<file path="src/rtl/ring_heater_ctrl_if.sv">
// ring_heater_ctrl_if: command handshake between a heater-bank source and ring_heater_ctrl
interface ring_heater_ctrl_if #(
  parameter int NUM_RINGS = 8,
  parameter int DUTY_W    = 8
);
  logic                             cmd_valid;
  logic                             cmd_ready;
  logic [$clog2(NUM_RINGS+1)-1:0]   cmd_rings;
  logic [DUTY_W-1:0]                cmd_duty;
  modport master(output cmd_valid, cmd_rings, cmd_duty, input cmd_ready);
  modport slave(input cmd_valid, cmd_rings, cmd_duty, output cmd_ready);
endinterface

</file>
<file path="src/rtl/ring_heater_ctrl.sv">
// ring_heater_ctrl: ramps, PWM-gates and start-watchdogs a bank of ring-oscillator heaters
module ring_heater_ctrl #(
  parameter int NUM_RINGS      = 8,
  parameter int DUTY_W         = 8,
  parameter int STEP_CYCLES    = 16,
  parameter int TIMEOUT_CYCLES = 64
) (
  input  logic                           clk,
  input  logic                           rst,
  ring_heater_ctrl_if.slave              cmd,
  output logic [NUM_RINGS-1:0]           ring_enable,
  input  logic [NUM_RINGS-1:0]           ring_running,
  output logic [$clog2(NUM_RINGS+1)-1:0] active_count,
  output logic                           busy,
  output logic [NUM_RINGS-1:0]           fault_mask,
  output logic                           fault
);
  localparam int CW = $clog2(NUM_RINGS+1);
  localparam int SW = $clog2(STEP_CYCLES+1);
  localparam int WW = $clog2(TIMEOUT_CYCLES+1);
  typedef enum logic [1:0] {IDLE, RAMP_UP, RAMP_DOWN, HOLD} state_e;
  state_e               state_q, state_d;
  logic [NUM_RINGS-1:0] mask_q, mask_d, en_q, en_d, fmask_q, fmask_d, s1_q, s2_q;
  logic [NUM_RINGS-1:0] free, up_oh, dn_oh;
  logic [CW-1:0]        cnt_q, cnt_d, tgt_q, tgt_d, tgt_in, base_cnt;
  logic [DUTY_W-1:0]    duty_q, duty_d, pwm_q;
  logic [SW-1:0]        step_q, step_d;
  logic [WW-1:0]        wd_q, wd_d;
  logic                 accept, pwm_on;
  function automatic logic [CW-1:0] popcnt(input logic [NUM_RINGS-1:0] v);
    popcnt = '0;
    for (int i = 0; i < NUM_RINGS; i++) popcnt = popcnt + CW'(v[i]);
  endfunction
  assign cmd.cmd_ready = ~rst & (state_q == IDLE || state_q == HOLD);
  assign accept        = cmd.cmd_valid & cmd.cmd_ready;
  assign tgt_in        = (cmd.cmd_rings > CW'(NUM_RINGS)) ? CW'(NUM_RINGS) : cmd.cmd_rings;
  assign pwm_on        = pwm_q < duty_q;
  assign ring_enable   = en_q;
  assign active_count  = cnt_q;
  assign busy          = state_q == RAMP_UP || state_q == RAMP_DOWN;
  assign fault_mask    = fmask_q;
  assign fault         = |fmask_q;
  // Faulted rings leave the mask first so a same-cycle ramp step sees the reduced set.
  always_comb begin
    state_d  = state_q;
    tgt_d    = tgt_q;
    duty_d   = duty_q;
    mask_d   = mask_q & ~fmask_q;
    step_d   = (step_q == '0) ? SW'(STEP_CYCLES - 1) : step_q - 1'b1;
    free     = ~mask_d & ~fmask_q;
    up_oh    = free & (~free + 1'b1);
    dn_oh    = '0;
    for (int i = 0; i < NUM_RINGS; i++) if (mask_d[i]) dn_oh = NUM_RINGS'(1) << i;
    base_cnt = popcnt(mask_d);
    if (accept) begin
      tgt_d   = tgt_in;
      duty_d  = cmd.cmd_duty;
      step_d  = '0;
      state_d = (tgt_in > cnt_q) ? RAMP_UP : (tgt_in < cnt_q) ? RAMP_DOWN :
                (tgt_in == '0) ? IDLE : HOLD;
    end else if (step_q == '0 && state_q == RAMP_UP) begin
      if (up_oh == '0) begin
        tgt_d   = base_cnt;
        state_d = HOLD;
      end else begin
        mask_d  = mask_d | up_oh;
        state_d = (base_cnt + 1'b1 >= tgt_q) ? HOLD : RAMP_UP;
      end
    end else if (step_q == '0 && state_q == RAMP_DOWN) begin
      mask_d  = (base_cnt > tgt_q) ? mask_d & ~dn_oh : mask_d;
      state_d = (base_cnt > tgt_q + 1'b1) ? RAMP_DOWN : (tgt_q == '0) ? IDLE : HOLD;
    end
    cnt_d   = popcnt(mask_d);
    en_d    = mask_d & ~fmask_q & {NUM_RINGS{pwm_on}};
    wd_d    = (en_d != en_q) ? '0 : (wd_q == WW'(TIMEOUT_CYCLES)) ? wd_q : wd_q + 1'b1;
    fmask_d = (en_d == en_q && wd_q == WW'(TIMEOUT_CYCLES - 1)) ? fmask_q | (en_q & ~s2_q) : fmask_q;
  end
  always_ff @(posedge clk) begin
    if (rst) begin
      state_q <= IDLE;
      mask_q  <= '0;
      en_q    <= '0;
      fmask_q <= '0;
      s1_q    <= '0;
      s2_q    <= '0;
      cnt_q   <= '0;
      tgt_q   <= '0;
      duty_q  <= '0;
      pwm_q   <= '0;
      step_q  <= '0;
      wd_q    <= '0;
    end else begin
      state_q <= state_d;
      mask_q  <= mask_d;
      en_q    <= en_d;
      fmask_q <= fmask_d;
      s1_q    <= ring_running;
      s2_q    <= s1_q;
      cnt_q   <= cnt_d;
      tgt_q   <= tgt_d;
      duty_q  <= duty_d;
      pwm_q   <= pwm_q + 1'b1;
      step_q  <= step_d;
      wd_q    <= wd_d;
    end
  end
endmodule

</file>
<file path="src/flat_wrapper.sv">
// flat-port wrapper written by rule: the top's interface ports become plain ports
module ring_heater_ctrl_flat 
#(
  parameter int NUM_RINGS      = 8,
  parameter int DUTY_W         = 8,
  parameter int STEP_CYCLES    = 16,
  parameter int TIMEOUT_CYCLES = 64
)
  (clk, rst, ring_enable, ring_running, active_count, busy, fault_mask, fault, cmd_cmd_valid, cmd_cmd_rings, cmd_cmd_duty, cmd_cmd_ready);
  ring_heater_ctrl_if #(.NUM_RINGS(NUM_RINGS), .DUTY_W(DUTY_W)) cmd_i ();
  input  logic clk;
  input  logic rst;
  output logic [NUM_RINGS-1:0] ring_enable;
  input  logic [NUM_RINGS-1:0] ring_running;
  output logic [$clog2(NUM_RINGS+1)-1:0] active_count;
  output logic busy;
  output logic [NUM_RINGS-1:0] fault_mask;
  output logic fault;
  input wire logic [$bits(cmd_i.cmd_valid)-1:0] cmd_cmd_valid;
  input wire logic [$bits(cmd_i.cmd_rings)-1:0] cmd_cmd_rings;
  input wire logic [$bits(cmd_i.cmd_duty)-1:0] cmd_cmd_duty;
  output wire logic [$bits(cmd_i.cmd_ready)-1:0] cmd_cmd_ready;
  assign cmd_i.cmd_valid = cmd_cmd_valid;
  assign cmd_i.cmd_rings = cmd_cmd_rings;
  assign cmd_i.cmd_duty = cmd_cmd_duty;
  assign cmd_cmd_ready = cmd_i.cmd_ready;
  ring_heater_ctrl #(.NUM_RINGS(NUM_RINGS), .DUTY_W(DUTY_W), .STEP_CYCLES(STEP_CYCLES), .TIMEOUT_CYCLES(TIMEOUT_CYCLES)) u_core (.clk(clk), .rst(rst), .cmd(cmd_i), .ring_enable(ring_enable), .ring_running(ring_running), .active_count(active_count), .busy(busy), .fault_mask(fault_mask), .fault(fault));
endmodule
</file>
<file path="config.mk">
export PLATFORM = sky130hd
export DESIGN_NAME = ring_heater_ctrl_flat
export DESIGN_NICKNAME = d
export VERILOG_FILES = /design/src/rtl/ring_heater_ctrl_if.sv /design/src/rtl/ring_heater_ctrl.sv /design/src/flat_wrapper.sv
export SDC_FILE = /design/constraint.sdc
export NUM_CORES = 1
export LEC_CHECK = 0
export CAP_MARGIN = 10
export CORE_UTILIZATION = 51
export DETAILED_ROUTE_END_ITERATION = 16
export GPL_TIMING_DRIVEN = 0
export PLACE_DENSITY = 0.76
export SLEW_MARGIN = 20
export SYNTH_ARGS = -nofsm -noshare
export SYNTH_HDL_FRONTEND = slang
export SYNTH_SLANG_ARGS = --single-unit
</file>
<file path="constraint.sdc">
create_clock -name clk -period 5.9 [get_ports clk]
set_clock_uncertainty 0.15 [all_clocks]
set_input_delay 0.885 -clock clk [delete_from_list [all_inputs] [get_ports clk]]
set_output_delay 0.885 -clock clk [all_outputs]
set_load 0.02 [all_outputs]
</file>
Word-level counts from Yosys, hierarchy flattened
Cells that the tools add are included.
{"block": "totals", "input_bits": 23, "wordCells": 110, "out_inout_bits": 23, "ff_bits": 78}
{"block": "classes", "n_lt_le_gt_ge": 7, "reduce_logical": 18, "n_bitwise": 17, "eq_ne": 7, "mux": 28, "add_sub_neg": 20}
{"operator": "8-bit bitwise AND", "n": 7}
{"operator": "4-bit by 1-bit adder with 4-bit output", "n": 12}
{"operator": "8-bit 2-to-1 mux", "n": 6}
{"operator": "8-bit inverter", "n": 5}
{"operator": "4-bit 2-to-1 mux", "n": 6}
{"operator": "2-bit 2-to-1 mux", "n": 11}
{"operator": "8-bit by 1-bit adder with 8-bit output (second input constant)", "n": 2}
{"operator": "8-bit bitwise OR", "n": 2}
{"operator": "4-bit > comparator", "n": 3}
{"operator": "4-bit by 1-bit adder with 4-bit output (second input constant)", "n": 2}
{"operator": "8-bit equality test", "n": 1}
{"operator": "4-bit zero test", "n": 2}
{"operator": "8-bit zero test", "n": 1}
{"operator": "8-bit less-than comparator", "n": 1}
{"operator": "8-bit inequality test", "n": 1}
{"operator": "8-bit OR reduction", "n": 1}
{"operator": "7-bit by 1-bit adder with 7-bit output (second input constant)", "n": 1}
{"operator": "7-bit by 6-bit equality test with 1-bit output (second input constant)", "n": 1}
{"operator": "7-bit equality test (second input constant)", "n": 1}
{"operator": "7-bit 2-to-1 mux", "n": 1}
{"operator": "6-bit 2-to-1 mux", "n": 1}
{"operator": "5-bit zero test", "n": 1}
{"operator": "5-bit 2-to-1 mux", "n": 1}
{"operator": "5-bit by 1-bit subtractor with 5-bit output (second input constant)", "n": 1}
{"operator": "other kinds (18)", "n": 26}

Depth between registers and ports, before layout
{"block": "logic_depth", "word_depth": 23, "mapped_depth": 28, "mapped_depth_nobuf": 28}

Worst setup path after synthesis
Ideal clock, no wire load.
{"block": "synth_path", "kind": "flip-flop to flip-flop", "startpoint": "reg u_core.fmask_q[1], in the netlist u_core.fault_mask[1]", "endpoint": "reg u_core.cnt_q[1], in the netlist u_core.active_count[1]", "path_buffers": 0, "setup_time_ns": 0.065, "period_less_slack_ns": 6.564, "setup_slack_ns": -0.664, "arrival_ns": 6.349, "t_required_ns": 5.685, "path_stages_with_launch": 28, "path_cell_list": "dfxtp_1 nor2b_1 inv_1 ha_1 fa_1 fa_1 inv_1 fa_1 inv_1 fa_1 xnor2_1 ha_1 nand4b_1 nand4_1 a21o_1 nor2_1 nand2_1 a21oi_1 inv_1 ha_1 fa_1 inv_1 fa_1 inv_1 fa_1 inv_1 fa_1 nor2_1"}
{"block": "synth_between", "elab_chain_len": 22, "elab_cells_between_ends": 38, "cone_classes": "15 x add/sub; 1 x order compare; 12 x mux; 9 x bitwise; 1 x reduce/logical"}
{"item": "start, declared", "line": "ring_heater_ctrl.sv:23", "rtl": "logic [NUM_RINGS-1:0] mask_q, mask_d, en_q, en_d, fmask_q, fmask_d, s1_q, s2_q;"}
{"item": "start signal, assigned", "line": "ring_heater_ctrl.sv:96", "rtl": "fmask_q <= fmask_d;"}
{"item": "8-bit inverter *", "line": "ring_heater_ctrl.sv:48, ring_heater_ctrl.sv:50"}
{"item": "branches (longest 13 deep; another with 4-bit by 1-bit adder with 4-bit output)"}
{"item": "8-bit 2-to-1 mux *", "line": "ring_heater_ctrl.sv:55", "rtl": "if (accept) begin"}
{"item": "net u_core.mask_d[1]", "line": "ring_heater_ctrl.sv:23"}
{"item": "1-bit by 1-bit adder with 2-bit output *", "line": "ring_heater_ctrl.sv:32", "rtl": "for (int i = 0; i < NUM_RINGS; i++) popcnt = popcnt + CW'(v[i]);"}
{"item": "4-bit by 1-bit adder with 4-bit output * (6 in series)", "line": "ring_heater_ctrl.sv:32"}
{"item": "end signal, assigned", "line": "ring_heater_ctrl.sv:99", "rtl": "cnt_q <= cnt_d;"}
{"item": "end, declared", "line": "ring_heater_ctrl.sv:25", "rtl": "logic [CW-1:0] cnt_q, cnt_d, tgt_q, tgt_d, tgt_in, base_cnt;"}
Mark *: on every way through the listed nets, which the timed path passes.
A chain may end at the register's enable or synchronous reset.

Worst setup path after layout
{"block": "layout_path", "startpoint": "reg u_core.mask_q[0]", "endpoint": "reg u_core.cnt_q[1], in the netlist u_core.active_count[1]"}
{"block": "layout_between", "elab_chain_len": 22, "elab_cells_between_ends": 38, "cone_classes": "15 x add/sub; 1 x order compare; 13 x mux; 8 x bitwise; 1 x reduce/logical"}
{"item": "start, declared", "line": "ring_heater_ctrl.sv:23"}
{"item": "start signal, assigned", "line": "ring_heater_ctrl.sv:94", "rtl": "mask_q <= mask_d;"}
{"item": "8-bit bitwise AND *", "line": "ring_heater_ctrl.sv:48", "rtl": "mask_d = mask_q & ~fmask_q;"}
{"item": "branches (longest 13 deep; another with 4-bit by 1-bit adder with 4-bit output)"}
{"item": "8-bit 2-to-1 mux *", "line": "ring_heater_ctrl.sv:55"}
{"item": "net u_core.mask_d[0]", "line": "ring_heater_ctrl.sv:23"}
{"item": "1-bit by 1-bit adder with 2-bit output *", "line": "ring_heater_ctrl.sv:32"}
{"item": "4-bit by 1-bit adder with 4-bit output * (6 in series)", "line": "ring_heater_ctrl.sv:32"}
Marks and branches as above.

==> results_tabular.tex <==
\begin{tabular}{lr}
\hline
Metric & Value \\
\hline
\multicolumn{2}{l}{\textbf{Placed design}} \\
Gpl congestion & 0.869 \\
Detailed Place HPWL & 7520 um \\
Placement Setup Slack & -0.841 ns \\
Cell Area, Placed & 4900 um\^{}2 \\
Total of buffers placed on input and output ports & 44 \\
\multicolumn{2}{l}{\textbf{Logic synthesis}} \\
Main area contributors after synthesis & sky130\_fd\_sc\_hd\_\_dfxtp\_1 (36\%), sky130\_fd\_sc\_hd\_\_ha\_1 (11\%), sky130\_fd\_sc\_hd\_\_nor2\_1 (4.9\%) \\
Fraction of synthesized cell area taken by the top area cell type & 36.4\% \\
Portion of the post-synthesis area used by sequential elements & 36.4\% \\
Number of flops mapped to enable cells by yosys & 0 \\
Post-synthesis register bit count & 78 \\
Post-Synthesis Cells & 487 \\
Area leader, netlist & sky130\_fd\_sc\_hd\_\_dfxtp\_1 \\
Async set-reset flop share out of synthesis & 0\% \\
Post-synthesis cell type count & 63 \\
Syn\_nets & 557 \\
Commonest register cell after synthesis & sky130\_fd\_sc\_hd\_\_dfxtp\_1 \\
Synth top cells by count & sky130\_fd\_sc\_hd\_\_dfxtp\_1 (78), sky130\_fd\_sc\_hd\_\_nor2\_1 (56), sky130\_fd\_sc\_hd\_\_inv\_1 (54) \\
Post-synthesis cell area & 4290 um\^{}2 \\
Mean area per synthesized cell & 8.81 um\^{}2 \\
Number of warnings reported in the yosys synthesis log & 0 \\
Cell with the most instances after synthesis & sky130\_fd\_sc\_hd\_\_dfxtp\_1 \\
\multicolumn{2}{l}{\textbf{Setup path}} \\
Max Fanout on Critical Path & 5 \\
Required arrival time at the worst endpoint & 6.04 ns \\
Crit path kind & flop to flop \\
Sort of element at the start of the critical path & flop \\
Arrival time worst endpoint & 6.51 ns \\
Critical Path Sink Type & flop \\
\multicolumn{2}{l}{\textbf{Layout}} \\
Ratio of cells with drive above 1 in the final layout & 14.5\% \\
FF+latch area & 1570 um\^{}2 \\
Footprint of the multi-input gates & 2600 um\^{}2 \\
Filler cells & 688 \\
Syn-to-layout area delta & 24.3\% \\
Cell area after layout & 5340 um\^{}2 \\
Number of nets in the finished design & 629 \\
Number of antenna cells inserted & 0 \\
\multicolumn{2}{l}{\textbf{Floorplanning}} \\
Num ports & 46 \\
Full die area & 8790 um\^{}2 \\
Core region area & 8180 um\^{}2 \\
Vertical die dimension & 93.7 um \\
Initial cell density of the core & 52.5\% \\
Number of cell rows & 33 \\
Overall die width & 93.7 um \\
\multicolumn{2}{l}{\textbf{Power}} \\
Sequential share of power & 43.8\% \\
Switching power total & 0.000476 W \\
Fraction of power spent switching nets & 34.3\% \\
Final Total Pwr & 0.00139 W \\
Proportion of power drawn by combinational gates & 29.6\% \\
LEAKAGE & 2.16 nW \\
Power Dens Cells & 260 nW/um\^{}2 \\
Internal power consumption & 0.000911 W \\
Worst supply voltage drop on vdd & 0.183 mV \\
Proportion of power drawn by the clock network & 26.6\% \\
\multicolumn{2}{l}{\textbf{Clocking}} \\
Max clock buf depth & 2 \\
Maximum level of the CTS H-tree & 3 \\
TritonCTS sink count & 78 \\
Source-to-sink clock delay at the later pin of the worst-skew pair & 0.35 ns \\
Cts bufs inserted & 9 \\
Clock tree from TritonCTS & built \\
Clock slew seen by the registers of the worst setup and hold paths & 0.09 ns \\
Clk root buf & sky130\_fd\_sc\_hd\_\_clkbuf\_8 \\
\multicolumn{2}{l}{\textbf{Timing}} \\
Worst relative slew slack & 61.0\% \\
TNS Setup & -1.40 ns \\
Clock period minus final worst setup slack & 6.37 ns \\
Final setup viols & 4 \\
Final hold violation count & 0 \\
Actual transition at the worst max-transition pin & 0.585 ns \\
Max Clock Freq & 0.157 GHz \\
Final critical-path share of the clock period & 108\% \\
Max-slew violations & 0 \\
RSZ-0062 raised after global routing & true \\
Final worst setup slack & -0.473 ns \\
\multicolumn{2}{l}{\textbf{GRT}} \\
Global-route wire length before repair & 16900 um \\
Maximum number of pins on one net before global-route repair & 16 \\
Antenna violations before repair & 0 \\
Number of global-route vias before repair & 3699 \\
Global router's overall resource usage & 24.8\% \\
Grt ovf & 0 \\
\multicolumn{2}{l}{\textbf{Detailed routing}} \\
Number of detailed-routing iterations run before antenna repair & 4 \\
Initial DRC Count & 164 \\
Remaining antenna violation count & 0 \\
DRC violation count after routing & 0 \\
Via count of the routed design & 3643 \\
WL final & 10300 um \\
Vias/cell & 5.45 \\
Wire length per cell after detailed routing & 15.4 um \\
\multicolumn{2}{l}{\textbf{Flow run}} \\
Max-cap violation count & 0 \\
\multicolumn{2}{l}{\textbf{Min path}} \\
Class of the most critical hold timing path & flop to flop \\
\multicolumn{2}{l}{\textbf{Status}} \\
Failing checks & setup timing \\
Run status & finished with violations \\
\hline
\end{tabular}
[cells in the final DEF (no fill, tap or decap), types with 16 or more instances in the layout]
cell                              Yosys  layout
sky130_fd_sc_hd__a21oi_1             23      20
sky130_fd_sc_hd__buf_4                0      16
sky130_fd_sc_hd__clkdlybuf4s50_1      0      44
sky130_fd_sc_hd__dfxtp_1             78      74
sky130_fd_sc_hd__ha_1                39      35
sky130_fd_sc_hd__inv_1               54      45
sky130_fd_sc_hd__nand2_1             28      28
sky130_fd_sc_hd__nand2b_1            16      16
sky130_fd_sc_hd__nor2_1              56      54
sky130_fd_sc_hd__nor2b_1             31      29
[final timing paths]
kind / startpoint / endpoint / slack, ns / cells past startpoint
setup / recovery: u_core.mask_q[0] / u_core.active_count[1] / -0.47 / 25
hold / removal: u_core.s2_q[0] / u_core.fault_mask[0] / 0.27 / 1
setup reg to reg: u_core.mask_q[0] / u_core.active_count[1] / -0.47 / 25
hold reg to reg: u_core.s2_q[0] / u_core.fault_mask[0] / 0.27 / 1
[through the flow]
step                      utilization, %  instances  hold slack [ns]
final                               65.3        669            0.265
after global routing                65.3        669            0.288
after CTS                           64.0        663            0.270
after detailed placement            60.0        636            0.260
after global placement              60.0        636            0.254
after floorplan                        -        487            0.238
[final cells by class]
class                           count  share of cell area, %
Timing Repair Buffer               61                   10.7
Buffer                             15                   1.41
Inverter                           54                   3.85
Clock inverter                      7                   1.08
Multi-Input combinational cell    340                   48.7
Tap cell                          105                   2.46
Sequential cell                    78                   29.4
Clock buffer                        9                   2.32
[timing repair]
item	in CTS	in global routing
pin swaps	15	16
setup buffers	11	6
setup endpoints to repair	7	19
endpoints found under the hold margin	0	0
resized for setup	16	15
hold buffers	0	0
[cells by family (layout without fill, tap and decap cells)]
kind of cell	count (synthesis)	count (layout)	share of synthesized area (%)
muxes	2	2	0.466
and+or+nand+nor	186	186	23.2
adders and majority gates	47	47	15.1
xor gates and xnor gates	22	22	4.49
DFF	78	78	36.4
buffers and inverters	69	146	6.24
AOI/OAI and AO/OA	83	83	14.1
[worst max-delay path: stages (launching register included)]
cell                       delay, ns
sky130_fd_sc_hd__dfxtp_2        0.34
sky130_fd_sc_hd__inv_2          0.06
sky130_fd_sc_hd__nor2_4         0.14
sky130_fd_sc_hd__ha_4           0.21
sky130_fd_sc_hd__fa_1           0.51
sky130_fd_sc_hd__fa_1           0.44
sky130_fd_sc_hd__inv_2          0.07
sky130_fd_sc_hd__fa_2           0.20
sky130_fd_sc_hd__inv_2          0.04
sky130_fd_sc_hd__fa_2           0.58
sky130_fd_sc_hd__inv_4          0.04
sky130_fd_sc_hd__ha_4           0.26
sky130_fd_sc_hd__nor2b_4        0.12
sky130_fd_sc_hd__o211ai_1       0.13
sky130_fd_sc_hd__a21o_1         0.24
sky130_fd_sc_hd__o31ai_4        0.29
sky130_fd_sc_hd__inv_1          0.13
sky130_fd_sc_hd__ha_4           0.26
sky130_fd_sc_hd__fa_1           0.50
sky130_fd_sc_hd__inv_2          0.04
sky130_fd_sc_hd__fa_1           0.51
sky130_fd_sc_hd__inv_2          0.04
sky130_fd_sc_hd__fa_2           0.39
sky130_fd_sc_hd__inv_2          0.07
sky130_fd_sc_hd__fa_2           0.44
sky130_fd_sc_hd__nor2_1         0.09
[metal layers]
layer	up-vias	wire (um)	GRT usage [%]
met5	-	0	0
met4	0	168	8.97
met3	14	377	5.42
met2	76	5320	44.5
met1	1738	4410	28.9
li1	1815	-	-
[state kept, by name, summed over array words and instances (netlist names)]
name / cells
u_core.pwm_q: 8
u_core.wd_q: 7
u_core.duty_q: 8
u_core.ring_enable: 8
u_core.fault_mask: 8
u_core.s1_q: 8
u_core.tgt_q: 4
u_core.step_q: 5
u_core.mask_q: 8
u_core.active_count: 4
u_core.s2_q: 8
u_core.state_q: 2
[power by group through the flow]
| stage | combinational (W) | sequential [W] | clock [W] |
|---|---|---|---|
| 6_report | 0.000410 | 0.000607 | 0.000370 |
| 5_1_grt | 0.000458 | 0.000613 | 0.000397 |
| 3_5_place_dp | 0.000376 | 0.000619 | 0 |
| 3_3_place_gp | 0.000361 | 0.000616 | 0 |
| 2_1_floorplan | 0.000272 | 0.000612 | 0 |
| 4_1_cts | 0.000391 | 0.000607 | 0.000377 |
(Power assumes the default switching activity.)
